===== src/rtl/m_div_seq_if.sv =====
// Divider request/result bundle.
// The master drives operands and start; the slave returns status and results.
interface m_div_seq_if #(
   parameter int WIDTH = 32
);
   logic             start;
   logic             sign;
   logic [WIDTH-1:0] a;
   logic [WIDTH-1:0] b;
   logic             busy;
   logic             done;
   logic [WIDTH-1:0] quot;
   logic [WIDTH-1:0] rem;
   logic             div_zero;

   modport master (
      output start, sign, a, b,
      input  busy, done, quot, rem, div_zero
   );

   modport slave (
      input  start, sign, a, b,
      output busy, done, quot, rem, div_zero
   );
endinterface


===== src/rtl/m_div_seq.sv =====
// Sequential restoring divider, one quotient bit per cycle.
// Signed mode divides magnitudes and fixes the result signs at the end.
module m_div_seq #(
   parameter int WIDTH = 32
) (
   input logic       clk,
   input logic       reset,
   m_div_seq_if.slave bus
);
   localparam int CW = $clog2(WIDTH);

   typedef enum logic [1:0] {
      S_IDLE,
      S_RUN,
      S_FIX,
      S_DONE
   } state_t;

   state_t           r_state;
   state_t           w_next;
   logic [CW-1:0]    r_cnt;
   logic [WIDTH:0]   r_part;
   logic [WIDTH-1:0] r_q;
   logic [WIDTH-1:0] r_divs;
   logic             r_qneg;
   logic             r_rneg;
   logic [WIDTH-1:0] r_quot;
   logic [WIDTH-1:0] r_rem;
   logic             r_dz;

   logic             w_accept;
   logic             w_bzero;
   logic             w_last;
   logic             w_busy;
   logic             w_done;
   logic [WIDTH-1:0] w_amag;
   logic [WIDTH-1:0] w_bmag;
   logic [WIDTH+1:0] w_sh;
   logic [WIDTH:0]   w_diff;
   logic             w_geq;

   assign w_accept = bus.start &&
                     (r_state == S_IDLE || r_state == S_DONE);
   assign w_bzero  = (bus.b == '0);
   assign w_last   = (r_cnt == CW'(WIDTH - 1));

   // Magnitudes; the most negative value maps onto itself as unsigned.
   assign w_amag = (bus.sign && bus.a[WIDTH-1]) ? -bus.a : bus.a;
   assign w_bmag = (bus.sign && bus.b[WIDTH-1]) ? -bus.b : bus.b;

   assign w_sh   = {r_part, r_q[WIDTH-1]};
   assign w_geq  = (w_sh >= {2'b00, r_divs});
   assign w_diff = w_sh[WIDTH:0] - {1'b0, r_divs};

   // State register.
   always_ff @(posedge clk) begin
      if (reset) r_state <= S_IDLE;
      else       r_state <= w_next;
   end

   // Next-state and status outputs.
   always_comb begin
      w_next = r_state;
      w_busy = 1'b0;
      w_done = 1'b0;
      unique case (r_state)
         S_IDLE: begin
            if (w_accept) w_next = w_bzero ? S_DONE : S_RUN;
         end
         S_RUN: begin
            w_busy = 1'b1;
            if (w_last) w_next = S_FIX;
         end
         S_FIX: begin
            w_busy = 1'b1;
            w_next = S_DONE;
         end
         S_DONE: begin
            w_done = 1'b1;
            if (w_accept) w_next = w_bzero ? S_DONE : S_RUN;
            else          w_next = S_IDLE;
         end
         default: w_next = S_IDLE;
      endcase
   end

   // Operand capture, division steps and result registers.
   always_ff @(posedge clk) begin
      if (reset) begin
         r_cnt  <= '0;
         r_part <= '0;
         r_q    <= '0;
         r_divs <= '0;
         r_qneg <= 1'b0;
         r_rneg <= 1'b0;
         r_quot <= '0;
         r_rem  <= '0;
         r_dz   <= 1'b0;
      end else if (w_accept) begin
         r_cnt  <= '0;
         r_part <= '0;
         r_q    <= w_amag;
         r_divs <= w_bmag;
         r_qneg <= bus.sign & (bus.a[WIDTH-1] ^ bus.b[WIDTH-1]);
         r_rneg <= bus.sign & bus.a[WIDTH-1];
         r_dz   <= 1'b0;
         if (w_bzero) begin
            r_quot <= '1;
            r_rem  <= bus.a;
            r_dz   <= 1'b1;
         end
      end else if (r_state == S_RUN) begin
         r_cnt  <= r_cnt + 1'b1;
         r_part <= w_geq ? w_diff : w_sh[WIDTH:0];
         r_q    <= {r_q[WIDTH-2:0], w_geq};
      end else if (r_state == S_FIX) begin
         r_quot <= r_qneg ? -r_q : r_q;
         r_rem  <= r_rneg ? -r_part[WIDTH-1:0] : r_part[WIDTH-1:0];
      end
   end

   assign bus.busy     = w_busy;
   assign bus.done     = w_done;
   assign bus.quot     = r_quot;
   assign bus.rem      = r_rem;
   assign bus.div_zero = r_dz;
endmodule


===== src/flat_wrapper.sv =====
// flat-port wrapper written by rule: the top's interface ports become plain ports
module m_div_seq_flat 
#(
   parameter int WIDTH = 32
)
  (clk, reset, bus_start, bus_sign, bus_a, bus_b, bus_busy, bus_done, bus_quot, bus_rem, bus_div_zero);
  m_div_seq_if #(.WIDTH(WIDTH)) bus_i ();
  input logic clk;
  input logic reset;
  input wire logic [$bits(bus_i.start)-1:0] bus_start;
  input wire logic [$bits(bus_i.sign)-1:0] bus_sign;
  input wire logic [$bits(bus_i.a)-1:0] bus_a;
  input wire logic [$bits(bus_i.b)-1:0] bus_b;
  output wire logic [$bits(bus_i.busy)-1:0] bus_busy;
  output wire logic [$bits(bus_i.done)-1:0] bus_done;
  output wire logic [$bits(bus_i.quot)-1:0] bus_quot;
  output wire logic [$bits(bus_i.rem)-1:0] bus_rem;
  output wire logic [$bits(bus_i.div_zero)-1:0] bus_div_zero;
  assign bus_i.start = bus_start;
  assign bus_i.sign = bus_sign;
  assign bus_i.a = bus_a;
  assign bus_i.b = bus_b;
  assign bus_busy = bus_i.busy;
  assign bus_done = bus_i.done;
  assign bus_quot = bus_i.quot;
  assign bus_rem = bus_i.rem;
  assign bus_div_zero = bus_i.div_zero;
  m_div_seq #(.WIDTH(WIDTH)) u_core (.clk(clk), .reset(reset), .bus(bus_i));
endmodule

===== config.mk =====
export PLATFORM = sky130hd
export DESIGN_NAME = m_div_seq_flat
export DESIGN_NICKNAME = d
export VERILOG_FILES = /design/src/rtl/m_div_seq_if.sv /design/src/rtl/m_div_seq.sv /design/src/flat_wrapper.sv
export SDC_FILE = /design/constraint.sdc
export NUM_CORES = 1
export LEC_CHECK = 0
export BUFFER_PORTS_ARGS = -buffer_cell sky130_fd_sc_hd__buf_2
export CAP_MARGIN = 20
export CORE_MARGIN = 3
export CORE_UTILIZATION = 64
export DETAILED_ROUTE_END_ITERATION = 7
export GPL_ROUTABILITY_DRIVEN = 0
export GPL_TIMING_DRIVEN = 0
export PLACE_DENSITY_LB_ADDON = 0.3
export SKIP_LAST_GASP = 1
export SYNTH_ARGS = -nofsm -noshare
export SYNTH_HDL_FRONTEND = slang
export SYNTH_SLANG_ARGS = --single-unit

===== constraint.sdc =====
create_clock -name clk -period 4.9 [get_ports clk]
set_input_delay 0.245 -clock clk [delete_from_list [all_inputs] [get_ports clk]]
set_output_delay 0.245 -clock clk [all_outputs]
set_load 0.01 [all_outputs]

Word level (Yosys, flattened, before mapping):

Cells that the tools add are included.

* bits in registers: 171
* output and inout port bits: 67
* logic and storage cells: 63

* $add $sub $neg: 6
* magnitude comparators: 1
* eq/ne operators: 8
* mux-type cells: 23
* bitwise gates (word level): 3
* reduce and logical (&&, ||, !) cells: 12

Operator list (count)
* 32-bit 2-to-1 mux: 14
* 32-bit negator: 4
* 34-bit by 32-bit >= comparator with 1-bit output: 1
* 33-bit 2-to-1 mux: 1
* 33-bit by 32-bit subtractor with 33-bit output: 1
* 32-bit logical NOT: 1
* 2-bit 2-to-1 mux: 4
* 2-bit case mux with 4 select lines: 1
* 2-bit by 1-bit inequality test with 1-bit output, second input constant: 3
* 5-bit by 1-bit adder with 5-bit output, second input constant: 1
* 5-bit == test, second input constant: 1
* 2-bit == test, second input constant: 2
* 2-bit nonzero test: 2
* 2-bit OR reduction: 2
* 1-bit logical AND: 3
* 1-bit 2-to-1 mux: 3
* 3-bit AND reduction: 1
* 1-bit bitwise AND: 2
* 2-bit by 1-bit == test with 1-bit output, second input constant: 1
* 2-bit logical NOT: 1
* 2-bit inequality test, second input constant: 1
* 2-bit AND reduction: 1
* 1-bit logical OR: 1
* 1-bit bitwise XOR: 1

Longest topological paths before layout:

Gate-level depths: netlist of run 1.

* depth in word-level cells: 5
* depth in mapped cells: 13

Least setup slack after synthesis of run 1:

Ideal clock, no wire load.

* path type: register to register
* start: reg u_core.r_q[31]
* end: reg u_core.r_part[11]
* library setup time: 0.132 ns
* data arrival time: 2.936 ns
* required time: 4.768 ns
* setup slack: 1.831 ns
* stages on the path, launching flop included: 13
* path buffers: 1
* period minus slack after synthesis: 3.069 ns
* cell sequence: dfxtp_1 -> inv_1 -> ha_1 -> inv_1 -> fa_1 -> a21o_1 -> a221o_1 -> a221o_1 -> o211a_1 -> nor3_2 -> buf_2 -> mux2i_1 -> a21oi_1

* cells in the longest elaborated chain, start to end: 2
* elaborated cells on any way between the ends: 3
* those cells by class: add/sub: 1; order compare: 1; mux: 1

RTL lines
* start: declaration: RTL line m_div_seq.sv:23 `logic [WIDTH-1:0] r_q;`
* start signal: assignment: RTL line m_div_seq.sv:102 `r_q <= w_amag;`
* start signal: assignment: RTL line m_div_seq.sv:115 `r_q <= {r_q[WIDTH-2:0], w_geq};`
* 33-bit by 32-bit subtractor with 33-bit output or 34-bit by 32-bit >= comparator with 1-bit output (tied branches): RTL line m_div_seq.sv:53, m_div_seq.sv:52
* 33-bit 2-to-1 mux (*): RTL line m_div_seq.sv:114 `r_part <= w_geq ? w_diff : w_sh[WIDTH:0];`
* end signal: assignment: RTL line m_div_seq.sv:114
* end: declaration: RTL line m_div_seq.sv:22 `logic [WIDTH:0] r_part;`

Mark *: on every way between the ends. The rest lies on a longest branch, timed or not.
A chain may end at the register's enable or synchronous reset.

Final worst setup path of run 1:

* start: reg u_core.r_q[31]
* end: reg u_core.r_part[30]

Same word-level chain as after synthesis.

==> results by group, run 1 <==
Synth
  – Register area share after synthesis: 0.300
  – Distinct cells, synth: 75
  – Syn_area_per_cell: 7.73 um^2
  – Syn Nets: 1588
  – Fraction of registers with async set or reset after synthesis: 0
  – Seq cells post-synth: ~170
  – Syn Inst Count: between 1000 and 1500
  – Mapped Area: between 0.01 and 0.015 mm^2
  – YS warnings: 0
  – Post-synth EDFFs: 0
  – Ys flop type: dfxtp_1

Die
  – Chip height: ~140 um
  – Die area: about 0.02 mm^2
  – Initial Utilization: 0.657
  – Row Count: 48
  – Core region area: about 0.017 mm^2
  – I/O pin total: ~140
  – Die width: between 100 and 150 um

STA
  – Fin crit share: 0.812
  – Hold Vio Cnt, Final: 0
  – Slew of the pin with the lowest slew margin: about 0.83 ns
  – Clock period minus worst slack: approximately 4.0 ns
  – Clock Skew: ~0.011 ns
  – RSZ-0062 raised after global routing: no
  – Fin Setup TNS: 0 ns
  – FMAX: about 250 MHz
  – Setup ws final: a little over 0.9 ns
  – Worst rel slew slack: 0.444
  – Max Slew Vio Count: 0
  – Worst hold margin: 0.0934 ns
  – Final setup violation count: 0

Placed design
  – DP Worst Slack: 1.11 ns
  – Post-DP HPWL: 28300 um
  – Inst Count DP: between 1500 and 2000
  – PortBufs: between 100 and 150

Power
  – LEAKAGE: approximately 5.2 nW
  – NetSw: ~4.3 mW
  – Switching part of the total: 0.493
  – Clock share of power: 0.150
  – Worst vdd ir: about 0.47 mV
  – Pwr dens: just under 700 mW/mm^2
  – Internal Power: 4.41 mW
  – Comb pwr share: 0.592
  – Sequential Power Share: 0.258

Clock network
  – H-tree Lvls: 4
  – CTS Buf Count: 17
  – Clock Latency Late Sink: between 0.4 and 0.5 ns
  – # clock sinks: 171
  – Cts hold-fix bufs: 0
  – Clock Pin Slew Worst Setup and Hold Paths: 0.07 ns
  – Clock root buffer master: clkbuf_16
  – Post-cts resize count: 0
  – CTS tree: built
  – Max clock buf depth: 2
  – Post-CTS setup buffers: 0

GRT
  – Number of global-route vias before repair: ~11000
  – First-pass GRT wire length: 58600 um
  – GR Util All Layers: 0.371
  – Largest net degree at the start of global routing: 17
  – Initial antenna violation count: 0
  – Gr ovfl total: 0

Flow run
  – Max_cap viols: 0

Setup path
  – Worst Path Arrival: between 4 and 5 ns
  – Crit Path Class: flip-flop to flip-flop
  – Critical Path End Type: flip-flop
  – Max stage delay on crit path: ~0.6 ns
  – Required time of the critical path: between 5 and 6 ns
  – Critical-path cell list: inv_1, ha_1, inv_1, fa_1, a21o_1, a221o_1, a221o_1, o211a_1, nor3_2, buf_2, mux2i_1, a21oi_1
  – Crit start category: flip-flop
  – Crit-path max FO: 10
  – CP max stage cell: nor3_2
  – R2R depth: 12

Detailed routing
  – Drc violations: 5
  – Drt wl/cell: around 20 um
  – DRT iter0 DRCs: 1447
  – Post-Route WL: around 37000 um
  – Drt first pass iters: 8
  – Post-DR vias/cell: roughly 6.6
  – DR vias: about 12000
  – Antenna-violating nets left: 0

Cells and area
  – Antenna diode instance count: 0
  – Synthesis-to-layout area growth: 13.2%
  – NumNets Final: 1741
  – Final core utilization: 0.744
  – Final Non-Filler Cells: around 1900
  – Layout cells sized above 1: 0.128
  – Fill cell count: 1353

Hold path
  – Type of the most critical hold path: primary input to flip-flop
  – WHS Path Cells: 2

Run status
  – Failing checks: DRC
  – Status: finished, violations left
[synth_stat cells (all sizes together) (9+ instances only)]
| master | n | area share |
|---|---|---|
| or3 | 22 | 0.013 |
| a211oi | 98 | 0.065 |
| xnor2 | 48 | 0.037 |
| a311oi | 10 | 0.0077 |
| inv | 57 | 0.019 |
| o211ai | 9 | 0.0059 |
| nand2 | 87 | 0.029 |
| ha | 43 | 0.047 |
| a21o | 10 | 0.0066 |
| a31oi | 11 | 0.0060 |
| o22ai | 12 | 0.0066 |
| or2 | 10 | 0.0057 |
| buf | 18 | 0.0086 |
| nor2 | 227 | 0.075 |
| mux2i | 36 | 0.032 |
| o21ai | 99 | 0.043 |
| nor3 | 26 | 0.012 |
| nor4 | 25 | 0.019 |
| and3 | 13 | 0.0072 |
| or4 | 17 | 0.012 |
| dfxtp | 171 | 0.30 |
| clkbuf | 73 | 0.025 |
| a21oi | 124 | 0.054 |
| nand2b | 12 | 0.0068 |
| nand3 | 18 | 0.0079 |
| o41ai | 16 | 0.013 |
| xor2 | 82 | 0.063 |
| o31ai | 28 | 0.018 |
[per-stage QoR]
stage               power, mW  instance area [um^2]
floorplan                5.85                 11400
global placement         7.06                 12400
detailed placement       7.20                 12400
CTS                      8.51                 12900
global route             9.25                 12900
finish                   8.70                 12900
[path summary, 6_finish.rpt]
path                                        from                              to  slack, ns
hold / removal                         bus_a[22]     u_core.r_q[22]$_SDFFE_PP0P_       0.09
setup / recovery     u_core.r_q[31]$_SDFFE_PP0P_  u_core.r_part[30]$_SDFFE_PP0P_       0.92
setup reg to reg     u_core.r_q[31]$_SDFFE_PP0P_  u_core.r_part[30]$_SDFFE_PP0P_       0.92
hold reg to reg   u_core.bus.rem[1]$_SDFFE_PP0P_  u_core.bus.rem[1]$_SDFFE_PP0P_       0.48
[logic make-up (layout without fill, tap and decap cells)]
logic type               after synthesis  after routing  synth area share
adder cells (fa/ha/maj)               44             44            0.0489
flip-flops                           171            171             0.300
AND/OR/NAND/NOR                      492            492             0.209
multiplexers                          40             40            0.0356
AO/OA/AOI/OAI                        450            450             0.253
buffers and inverters                149            313            0.0532
XOR/XNOR                             130            130            0.0999
[cell type report]
type / count / area, um^2 / share of cell area
Buffer: 92 / 393 / 0.0304
Tap cell: 225 / 282 / 0.0218
Sequential cell: 171 / 3420 / 0.265
Multi-Input combinational cell: 1156 / 7370 / 0.571
Timing Repair Buffer: 134 / 671 / 0.0520
Clock buffer: 18 / 439 / 0.0340
Inverter: 57 / 214 / 0.0166
Clock inverter: 12 / 115 / 0.00892
[registers in the layout (all words and copies together), names as in the netlist, 2 cells and up]
signal           cells
u_core.r_divs       32
u_core.bus.quot     32
u_core.r_part       33
u_core.r_state       2
u_core.bus.rem      32
u_core.r_q          32
u_core.r_cnt         5
[critical path, delay by kind of cell (launching register included)]
kind | cells | cell delay, ns
adder cells (fa/ha/maj) | 2 | 0.55
AO/OA/AOI/OAI | 5 | 1.35
buffers and inverters | 3 | 0.61
multiplexers | 1 | 0.26
AND/OR/NAND/NOR | 1 | 0.61
flip-flops | 1 | 0.43
[layer usage]
layer / routed length [um] / global-route usage / vias to the layer above
met5: 0 / 0 / -
met4: 2310 / 0.225 / 0
met3: 4530 / 0.0838 / 180
met2: 16200 / 0.566 / 815
met1: 14300 / 0.479 / 5570
li1: - / - / 5674
[layout by cell type (no fill, tap or decap), types with 9 or more instances in the layout]
cell type,Yosys,layout
a211oi_1,98,98
a31oi_1,11,11
xnor2_1,48,48
and3_1,12,12
clkbuf_16,0,17
xor2_1,82,82
or2_2,9,9
mux2i_1,36,36
nor4_1,17,17
nand3_1,18,18
o21ai_0,98,98
buf_2,6,140
o41ai_1,15,15
ha_1,43,43
o31ai_1,28,28
nor3_1,25,25
buf_1,9,9
a311oi_1,10,10
nand2b_1,11,11
o211ai_1,9,9
a21o_1,10,10
a21oi_1,124,124
o22ai_1,12,12
nand2_1,86,86
clkbuf_1,72,72
nor2_1,227,227
inv_1,57,57
or3_1,20,20
dfxtp_1,171,171
or4_1,15,15
[power by group through the flow]
stage	sequential, mW	clock, mW	combinational (mW)
6_report	2.24	1.30	5.15
5_1_grt	2.28	1.35	5.62
4_1_cts	2.21	1.29	5.01
3_5_place_dp	2.24	0	4.96
3_3_place_gp	2.23	0	4.84
2_1_floorplan	2.15	0	3.71
Power figures use the tool's default switching activity.
==> run 2, diff against run 1 <==
CORE_UTILIZATION = 54   (was 64)
clock period = 3.3 ns   (was 4.9 ns; I/O delays follow)
==> results by group, run 2 (synthesized netlist as in run 1, its figures left out) <==
Run status
  – Status: finished, final reports clean (was finished, violations left)

Clock network
  – H-tree Lvls: 4 (unchanged)
  – Max clock buf depth: 2 (unchanged)
  – Clock Pin Slew Worst Setup and Hold Paths: 0.07 ns (about the same)
  – Clock Latency Late Sink: 0.45 ns (was 0.44 ns)
  – Clock root buffer master: clkbuf_16 (unchanged)
  – CTS Buf Count: 17 (unchanged)
  – # clock sinks: 171 (unchanged)
  – CTS tree: built (unchanged)

Die
  – Row Count: 52 (was 48)
  – Die width: 151 um (was 139 um)
  – Chip height: 151 um (was 139 um)
  – Core region area: 0.0205 mm^2 (was 0.0174 mm^2)
  – Initial Utilization: 0.556 (was 0.657)
  – Die area: 0.0229 mm^2 (was 0.0195 mm^2)
  – I/O pin total: 135 (unchanged)

Flow run
  – Max_cap viols: 0 (unchanged)

Setup path
  – Critical-path cell list: inv_1, ha_1, nand2b_1, clkdlybuf4s50_2, clkbuf_1, clkbuf_2, buf_1, a211oi_1 (was inv_1, ha_1, inv_1, fa_1, a21o_1, a221o_1, a221o_1, o211a_1, nor3_2, buf_2, mux2i_1, a21oi_1)
  – Crit-path max FO: 10 (unchanged)
  – Crit start category: flip-flop (unchanged)
  – Crit Path Class: flip-flop to flip-flop (unchanged)
  – Worst Path Arrival: 3.55 ns (was 4.28 ns)
  – R2R Setup Slk: 0.05 ns (was 0.92 ns)
  – Max stage delay on crit path: 0.56 ns (was 0.61 ns)
  – Critical Path End Type: flip-flop (unchanged)
  – R2R depth: 8 (was 12)
  – Reg2Reg Launch Point: u_core.r_state[1]$_SDFFE_PP0P_ (was u_core.r_q[31]$_SDFFE_PP0P_)
  – Reg2Reg Capture Point: u_core.r_q[16]$_SDFFE_PP0P_ (was u_core.r_part[30]$_SDFFE_PP0P_)
  – CP max stage cell: clkdlybuf4s50_2 (was nor3_2)
  – Required time of the critical path: 3.61 ns (was 5.20 ns)

Detailed routing
  – Drt first pass iters: 7 (was 8)
  – Antenna-violating nets left: 0 (unchanged)
  – Post-Route WL: 37800 um (was 37300 um)
  – Drt wl/cell: 19.7 um (was 20.0 um)
  – Drc violations: 0 (was 5)
  – DRT iter0 DRCs: 1380 (was 1447)
  – DR vias: 12200 (about the same)
  – Post-DR vias/cell: 6.33 (was 6.56)

STA
  – Max Slew Vio Count: 0 (unchanged)
  – RSZ-0062 raised after global routing: yes (was no)
  – Worst rel slew slack: 0.462 (was 0.444)
  – Clock Skew: 0.0124 ns (was 0.0107 ns)
  – Clock period minus worst slack: 3.25 ns (was 3.98 ns)
  – FMAX: 308 MHz (was 251 MHz)
  – Final setup violation count: 0 (unchanged)
  – Fin crit share: 0.984 (was 0.812)
  – Hold Vio Cnt, Final: 0 (unchanged)
  – Slew of the pin with the lowest slew margin: 0.807 ns (was 0.834 ns)
  – Fin Setup TNS: 0 ns (unchanged)

Power
  – Worst vdd ir: 0.549 mV (was 0.473 mV)
  – Pwr dens: 1030 mW/mm^2 (was 674 mW/mm^2)
  – LEAKAGE: 5.28 nW (was 5.18 nW)

GRT
  – GR Util All Layers: 0.322 (was 0.371)
  – Initial antenna violation count: 0 (unchanged)
  – Met2 Use GR: 0.524 (was 0.566)
  – Number of global-route vias before repair: 11000 (was 11200)
  – Layer with the highest usage: met2 (unchanged)
  – GR Layer Usage met3: 0.0583 (was 0.0838)
  – Gr ovfl total: 0 (unchanged)
  – First-pass GRT wire length: 58000 um (was 58600 um)
  – Largest net degree at the start of global routing: 18 (was 17)
  – M1 GR Usage: 0.420 (was 0.479)

Hold path
  – Hold Path Origin: bus_b[1] (was bus_a[22])
  – Type of the most critical hold path: primary input to flip-flop (unchanged)
  – WHS Path Cells: 3 (was 2)
  – Worst Hold End: u_core.r_divs[1]$_SDFFE_PP0P_ (was u_core.r_q[22]$_SDFFE_PP0P_)

Placed design
  – Post-DP HPWL: 29100 um (was 28300 um)
  – Inst Count DP: 1880 (was 1835)
  – PortBufs: 134 (unchanged)

Cells and area
  – Leading cell types in the layout, fill and taps excluded: nor2_1, dfxtp_1, buf_2, a21oi_1 (unchanged)
  – Antenna diode instance count: 0 (unchanged)
  – Max reg flops: 33 (unchanged)
  – NumNets Final: 1749 (was 1741)
  – Final Non-Filler Cells: 1919 (was 1865)
  – Commonest non-fill, non-tap cell in the layout: nor2_1 (unchanged)
  – Largest Register: u_core.r_part (unchanged)
  – Layout cells sized above 1: 0.140 (was 0.128)
  – Synthesis-to-layout area growth: 15.6% (was 13.2%)
-- run 2: through the flow --
step	total power, mW	area (um^2)	hold slack, ns	utilization	worst slack (ns)
floorplan	8.69	11400	0.278	-	0.231
global placement	10.6	12400	0.443	0.606	-0.502
detailed placement	10.7	12400	0.447	0.606	-0.528
CTS	13.2	13100	0.0147	0.640	-0.00262
global route	14.4	13200	0.0188	0.643	-0.0547
finish	13.6	13200	0.0175	0.643	0.0523
-- run 2: critical path: cells and delay by family, from the launching register on --
kind / cells / cell delay (ns)
buf+inv: 5 / 1.97
fa+ha+maj: 1 / 0.43
flops: 1 / 0.41
simple gates: 1 / 0.14
compound gates: 1 / 0.15
-- run 2: layout make-up --
cell class,count,area [um^2]
Buffer,92,425
Clock buffer,17,425
Clock inverter,14,201
Fill cell,1782,7320
Inverter,57,214
Multi-Input combinational cell,1156,7410
Sequential cell,171,3430
Tap cell,270,338
Timing Repair Buffer,142,737
-- run 2: repair_timing --
item                                    CTS  global route
hold buffers                              1             0
endpoints found under the setup margin   44            83
pin swaps                                 3             8
hold endpoints to repair                  1             0
gates resized for setup                  12            15
setup buffers                             5             2
-- run 2: power by group --
group | switching [mW] | internal, mW
clock | 0.961 | 1.22
combinational | 4.92 | 3.15
sequential | 0.710 | 2.63
-- run 2: how the worst max path moves through the flow --
stage,end,from,slack (ns),depth (start not counted)
after global placement,u_core.r_part[11]$_SDFFE_PP0P_,u_core.r_q[31]$_SDFFE_PP0P_,-0.50,12
after detailed placement,u_core.r_part[19]$_SDFFE_PP0P_,u_core.r_q[31]$_SDFFE_PP0P_,-0.53,12
after floorplan,u_core.r_part[11]$_SDFFE_PP0P_,u_core.r_q[31]$_SDFFE_PP0P_,0.23,12
after CTS,u_core.r_part[19]$_SDFFE_PP0P_,u_core.r_q[31]$_SDFFE_PP0P_,-0.003,13
final,u_core.r_q[16]$_SDFFE_PP0P_,u_core.r_state[1]$_SDFFE_PP0P_,0.05,8
after global routing,u_core.r_q[0]$_SDFFE_PP0P_,u_core.r_q[31]$_SDFFE_PP0P_,-0.05,14
-- run 2: metal layers --
layer,vias to the layer above,part of all wire
met1,5628,0.40
met5,-,0
met4,0,0.039
met3,111,0.11
met2,737,0.45
li1,5675,-
